**src/rtl/sqrt_controller.sv**
```systemverilog
// Control FSM for an iterative integer square root on a shared register-file datapath.
// Subtracts successive odd numbers from the operand and counts how many fit before it goes negative.
module sqrt_controller #(
  parameter logic [2:0] REG_REM = 3'd0,
  parameter logic [2:0] REG_ODD = 3'd1,
  parameter logic [2:0] REG_CNT = 3'd2
) (
  input  logic        clk,
  input  logic        rst_n,
  input  logic        start_i,
  input  logic        flg_negative,
  output logic [13:0] ctrl_o,
  output logic        busy_o,
  output logic        done_o,
  output logic        err_o
);

  localparam logic [1:0] OP_ADD  = 2'b00;
  localparam logic [1:0] OP_SUB  = 2'b01;
  localparam logic [1:0] OP_PASS = 2'b10;
  localparam logic [1:0] OP_INC  = 2'b11;

  typedef enum logic [3:0] {
    S_IDLE   = 4'd0,
    S_CHKNEG = 4'd1,
    S_ZERO   = 4'd2,
    S_INIT1  = 4'd3,
    S_SUB    = 4'd4,
    S_INCC   = 4'd5,
    S_ODD1   = 4'd6,
    S_ODD2   = 4'd7,
    S_OUT    = 4'd8,
    S_DONE   = 4'd9,
    S_ERR    = 4'd10
  } state_t;

  state_t      state;
  state_t      state_nxt;
  logic [13:0] ctrl_r;
  logic        busy_r;
  logic        done_r;
  logic        err_r;
  logic [13:0] load_word;

  // Control word layout: {sel, we, wr[2:0], ra[2:0], rb[2:0], op[1:0], oe}
  function automatic logic [13:0] pack_ctrl(
    input logic       sel,
    input logic       we,
    input logic [2:0] wr,
    input logic [2:0] ra,
    input logic [2:0] rb,
    input logic [1:0] op,
    input logic       oe
  );
    return {sel, we, wr, ra, rb, op, oe};
  endfunction

  function automatic logic [13:0] state_word(input state_t s);
    logic [13:0] w;
    w = '0;
    case (s)
      S_CHKNEG: w = pack_ctrl(1'b0, 1'b0, 3'd0,    REG_REM, 3'd0,    OP_PASS, 1'b0);
      S_ZERO:   w = pack_ctrl(1'b0, 1'b1, REG_CNT, REG_REM, REG_REM, OP_SUB,  1'b0);
      S_INIT1:  w = pack_ctrl(1'b0, 1'b1, REG_ODD, REG_CNT, 3'd0,    OP_INC,  1'b0);
      S_SUB:    w = pack_ctrl(1'b0, 1'b1, REG_REM, REG_REM, REG_ODD, OP_SUB,  1'b0);
      S_INCC:   w = pack_ctrl(1'b0, 1'b1, REG_CNT, REG_CNT, 3'd0,    OP_INC,  1'b0);
      S_ODD1,
      S_ODD2:   w = pack_ctrl(1'b0, 1'b1, REG_ODD, REG_ODD, 3'd0,    OP_INC,  1'b0);
      S_OUT:    w = pack_ctrl(1'b0, 1'b0, 3'd0,    REG_CNT, 3'd0,    OP_PASS, 1'b1);
      default:  w = '0;
    endcase
    return w;
  endfunction

  assign load_word = pack_ctrl(1'b1, 1'b1, REG_REM, 3'd0, 3'd0, OP_ADD, 1'b0);

  // flg_negative only matters at the end of CHKNEG and SUB
  always_comb begin
    state_nxt = S_IDLE;
    case (state)
      S_IDLE:   state_nxt = start_i ? S_CHKNEG : S_IDLE;
      S_CHKNEG: state_nxt = flg_negative ? S_ERR : S_ZERO;
      S_ZERO:   state_nxt = S_INIT1;
      S_INIT1:  state_nxt = S_SUB;
      S_SUB:    state_nxt = flg_negative ? S_OUT : S_INCC;
      S_INCC:   state_nxt = S_ODD1;
      S_ODD1:   state_nxt = S_ODD2;
      S_ODD2:   state_nxt = S_SUB;
      S_OUT:    state_nxt = S_DONE;
      S_DONE:   state_nxt = S_IDLE;
      S_ERR:    state_nxt = S_IDLE;
      default:  state_nxt = S_IDLE;
    endcase
  end

  // Outputs are registered from the next state so they line up with the state register
  always_ff @(posedge clk or negedge rst_n) begin
    if (!rst_n) begin
      state  <= S_IDLE;
      ctrl_r <= '0;
      busy_r <= 1'b0;
      done_r <= 1'b0;
      err_r  <= 1'b0;
    end else begin
      state  <= state_nxt;
      ctrl_r <= state_word(state_nxt);
      busy_r <= (state_nxt != S_IDLE);
      done_r <= (state_nxt == S_DONE);
      err_r  <= (state_nxt == S_ERR);
    end
  end

  // The operand load is the one word that must follow start_i within the same cycle
  assign ctrl_o = (state == S_IDLE && start_i) ? load_word : ctrl_r;
  assign busy_o = busy_r;
  assign done_o = done_r;
  assign err_o  = err_r;

endmodule

```
**config.mk**
```make
export PLATFORM = sky130hd
export DESIGN_NAME = sqrt_controller
export DESIGN_NICKNAME = d
export VERILOG_FILES = /design/src/rtl/sqrt_controller.sv
export SDC_FILE = /design/constraint.sdc
export NUM_CORES = 1
export LEC_CHECK = 0
export BUFFER_PORTS_ARGS = -buffer_cell sky130_fd_sc_hd__buf_4
export CORE_MARGIN = 2
export CORE_UTILIZATION = 40
export CTS_CLUSTER_DIAMETER = 50
export DETAILED_ROUTE_END_ITERATION = 8
export HOLD_SLACK_MARGIN = 0.06
export PLACE_DENSITY_LB_ADDON = 0.3
export SYNTH_ARGS = -nofsm -noshare
export SYNTH_HDL_FRONTEND = slang
export SYNTH_SLANG_ARGS = --single-unit
export TNS_END_PERCENT = 5
```
**constraint.sdc**
```tcl
create_clock -name clk -period 1.2 [get_ports clk]
set_input_delay 0.24 -clock clk [delete_from_list [all_inputs] [get_ports clk]]
set_output_delay 0.24 -clock clk [all_outputs]
set_load 0.005 [all_outputs]
```
# After elaboration in Yosys (flattened, before gate mapping)
# Memories as Yosys holds them, arrays and structs flattened. A register that Yosys moved wholly into a read port is not among the register bits.
# Cells that the tools add are included.
[classes]
eq_ne = 10
muxes = 5
reduce_logical = 5
[op_table]
columns = ["operator", "count"]
rows = [
  ["$pmux 4 s8", 1],
  ["$eq 4x3->1 const B", 4],
  ["$mux 14", 1],
  ["$eq 4x4->1 const B", 3],
  ["$eq 4x2->1 const B", 2],
  ["$mux 4", 2],
  ["$eq 4x1->1 const B", 1],
  ["$logic_not 4->1", 1],
  ["$reduce_bool 4->1", 1],
  ["$reduce_or 2->1", 1],
  ["$logic_and 1x1->1", 1],
  ["$logic_not 1->1", 1],
  ["$mux 1", 1],
]
[word_totals]
register_bits = 21
rom_bits = 144
input_bits = 4
out_inout_bits = 17
elab_cells = 26
n_memories = 1
[memory_table]
columns = ["memory", "words", "width", "rd", "rd_ports_with_merged_regs", "write_ports", "line", "text"]
rows = [
  ["(name not given)", 16, 9, 1, 1, 0, "61", "case (s)"],
]

# Longest topological paths before layout
[logic_depth]
depth_word = 4
ltp_mapped = 4
mapped_depth_nobuf = 3

# Least setup slack after synthesis
# No wires, ideal clock.
[synth_timing]
path_kind = "reg-to-output"
start = "register state[2]"
end = "output ctrl_o[0]"
arrival_ns = 0.958
required_ns = 0.960
slack_ns = 0.002
path_stages_with_launch = 5
path_buffers = 1
cell_sequence = "dfrtp_1 > buf_6 > nor3_4 > nand2_2 > and2_1"
[synth_via]
elab_chain_len = 3
[synth_lines]
columns = ["element", "line", "text"]
rows = [
  ["from (decl)", "37", "state_t state;"],
  ["from (signal assigned)", "105", "state <= state_nxt;"],
  ["$logic_not 4->1", "114", "assign ctrl_o = (state == S_IDLE && start_i) ? load_word : ctrl_r;"],
  ["$logic_and 1x1->1", "114", ""],
  ["$mux 14", "114", ""],
  ["to (decl)", "12", "output logic [13:0] ctrl_o,"],
]
# No other way between the ends.

# Worst setup path after layout
# Ends and elaborated chain as after synthesis.

==> results by stage <==
Logic synthesis:
- The flip-flop and latch count after synthesis is 15.
- By count the netlist is led by 15 x dfrtp_1, 8 x and2_1, 6 x nor2_1.
- dfrtp_1 is the most common cell in the netlist.
- The async set-or-reset flop fraction in the synthesized netlist is 100%.
- Yosys printed 0 warnings.
- The per-instance average area after synthesis is 10.4 um^2.
- The leading register cell type out of synthesis is dfrtp_1.
- The number of flops mapped to enable cells by yosys is 0.
- Sequential elements use 49.7% of the synthesized area.
- The netlist area before placement is 756 um^2.
- The area share of the leading cell type in the synthesized netlist is 49.7%.
- The biggest area contributor in the post-synthesis netlist is dfrtp_1.
- In the post-synthesis netlist, the biggest area contributors are dfrtp_1 50%, and2_1 6.6%, buf_6 4.5%.
- The instance count of the mapped netlist is 73.
- The distinct cell type count of the synthesized netlist is 27.

Cells and area:
- The area overhead of the layout relative to synthesis is 25.2%.
- The number of antenna diodes in the final layout is 0.
- The final cell count without fillers is 121.
- The final layout net count is 101.
- The proportion of layout cells with a drive suffix above 1 is 33.3%.

Worst setup path:
- The critical path in this run is classified as reg -> out.
- The launching instance or port of the critical path is state[2].
- The worst path arrival time is 1330 ps.
- STA classifies the critical path startpoint as a flip-flop.
- In this run the critical register-to-register path is captured at busy_o.
- The capture point of the worst path is ctrl_o[0].
- The top fanout value on the critical path is 10.
- In this run the critical register-to-register path is launched from state[0].
- The worst setup path is captured at an output pin.
- Data on the critical path is required at its endpoint by 960 ps.
- In this run the register-to-register setup slack is -40 ps.
- The worst register-to-register path has a depth of 4.

GRT:
- The met3 track utilization from global routing is 3.40%.
- The initial antenna violation count is 0.
- Global routing finished with a remaining overflow of 0.
- In the global route stage, met1 resource usage came out at 17.2%.
- For this run, global-route usage on met2 was measured as 23.0%.
- The number of global-route vias before repair is 476.
- The first global-routing pass estimated 2.10 mm of wire.
- The global-route total usage across every layer is 14.4%.
- The most used routing layer in global routing is met2.
- Entering global routing, the biggest net connects 16 pins.

Detailed routing:
- The number of remaining DRC errors is 0.
- Once detail routing completed, the nets flagged for antenna violations numbered 0.
- The aggregate routed wire length is 1.37 mm.
- The average wire per cell in the routed design is 11.3 um.
- The detailed router finished its first iteration with 9 violations.
- After detailed routing, the number of vias per cell comes to 4.68.
- The number of detailed-route iterations in the first pass is 4.
- The via count of the routed design is 566.

Clock network:
- CTS built an H-tree with a depth of 1.
- The worst-case clock buffer depth is 2.
- The tree built by TritonCTS fans out to 15 sinks.
- The clock network latency to the later pin of the worst-skew pair is 280 ps.
- The register clock-pin slew on the reported worst setup and hold paths is 80 ps.
- The number of CTS-inserted buffers is 3.
- Clock tree synthesis selected as its root buffer the cell clkbuf_4.
- TritonCTS built the clock tree.

Floorplan:
- After floorplanning, the core was sized to cover 0.00175 mm^2.
- The overall die area is 0.00225 mm^2.
- Measured along the x axis, the die boundary spans 47.5 um.
- The starting density of the core is 43.3%.
- The site row count is 15.
- The top-level I/O count is 21.
- The floorplan step set the die height to 47.5 um.

Place:
- The number of port buffers is 16.
- The global placer's final weighted congestion is 0.758.
- Summed over all nets, the half-perimeter wirelength after detailed placement is 959 um.
- Including well taps, the total number of placed cells is 115.

Timing:
- The max-slew violation total from the final report is 0.
- The final critical-path required period is 1570 ps.
- The post-route fraction of the period consumed by the critical path is 131%.
- The maximum clock frequency is 638 MHz.
- The final hold slack is 171 ps.
- The number of failing setup endpoints in the final timing report is 11.
- For the final database, setup skew stands at 5.56 ps.
- Setup repair after global routing could not meet its margin everywhere.
- The final hold violation count is 0.
- The final worst slack is -368 ps.

Status:
- The flow ran to the end, but the final reports show violations.
- The final reports fail on negative setup slack.

Pwr:
- For this design the ratio of total power to cell area is 2490 mW/mm^2.
- After layout, the design draws a total of 2.36 mW.
- The static leakage is 0.488 nW.
- The worst-case IR drop observed on VDD is 1.20 mV.

Min path:
- The classification of the worst-slack hold path is in -> reg.
- The worst hold path stage count is 2.

Run:
- Across the run, the number of max-cap violations was 0.
[critical path, cell delays in order (launching register included)]
cell	delay, ps
dfrtp_1	410
nor3_4	250
nand2_4	100
and2_1	170
buf_4	130
[flip-flops by register name (all words and copies together), names as in the netlist]
signal,cells
err_o,1
state,4
done_o,1
ctrl_r,8
busy_o,1
[layout by cell type (no fill, tap or decap)]
cell type      instances
nor3_1                 2
inv_1                  4
nor4_1                 2
and2_1                 8
nand2_4                1
nor3_4                 1
nand2_1                2
a211oi_2               1
o21ai_0                1
conb_1                 4
mux2i_1                1
buf_4                 23
nor2b_1                1
nand3_1                1
nor2_1                 6
and3_1                 1
clkbuf_4               3
o32ai_1                1
nor2b_2                1
o21bai_1               1
a21bo_2                1
a21oi_1                5
dfrtp_1               15
clkbuf_1               1
nand2b_1               4
xnor2_1                2
or2_1                  1
dlygate4sd3_1          1
xor2_2                 1
[power by group]
group	total, mW	internal (mW)	switching (mW)	leakage (nW)
logic	1.29	0.664	0.630	0.281
registers	0.789	0.702	0.0870	0.192
clock network	0.276	0.129	0.147	0.0150
total	2.36	1.50	0.864	0.488
[metal layers]
layer  share of wire, %  wire [um]
met5                  0          0
met4                2.8         38
met3                8.0        109
met2                 47        642
met1                 42        581
[cell type report]
type                    instances  area (um^2)
repair buffers                 24          183
inverters                       4         15.0
clock buffers                   4         26.3
flip-flops and latches         15          375
multi-input cells              49          315
well taps                      25         31.3
fillers                       169          800
[what timing repair did]
item,in CTS,in global routing
resized for setup,1,1
pin swaps,1,2
hold buffers,1,0
endpoints found under the setup margin,11,12
setup buffers,1,0
hold endpoints to repair,15,0
[through the flow]
step / TNS [ps] / cell area (um^2) / worst slack, ps / util, %
CTS: -3580 / 943 / -380 / 54.1
global placement: -433 / 895 / -55.8 / 51.3
finish: -3440 / 946 / -368 / 54.2
global route: -4360 / 946 / -451 / 54.2
detailed placement: -769 / 895 / -97.2 / 51.3
floorplan: 0 / 767 / 1.92 / -
[worst min path at each step]
| stage | start | endpoint |
|---|---|---|
| after global routing | flg_negative | state[2] |
| after global placement | rst_n | ctrl_r[9] |
| final | flg_negative | state[2] |
| after detailed placement | rst_n | ctrl_r[2] |
| after CTS | flg_negative | state[2] |
| after floorplan | rst_n | busy_o |
[cell families after synthesis]
logic type	after synthesis	synth area share (%)
muxes	1	1.32
and+or+nand+nor	31	23.8
AOI/OAI and AO/OA	10	9.11
xor gates and xnor gates	3	4.47
DFF	15	49.7
buffers and inverters	12	11.1
other	1	0.496
Note: power is estimated with default switching activity, not from simulation.
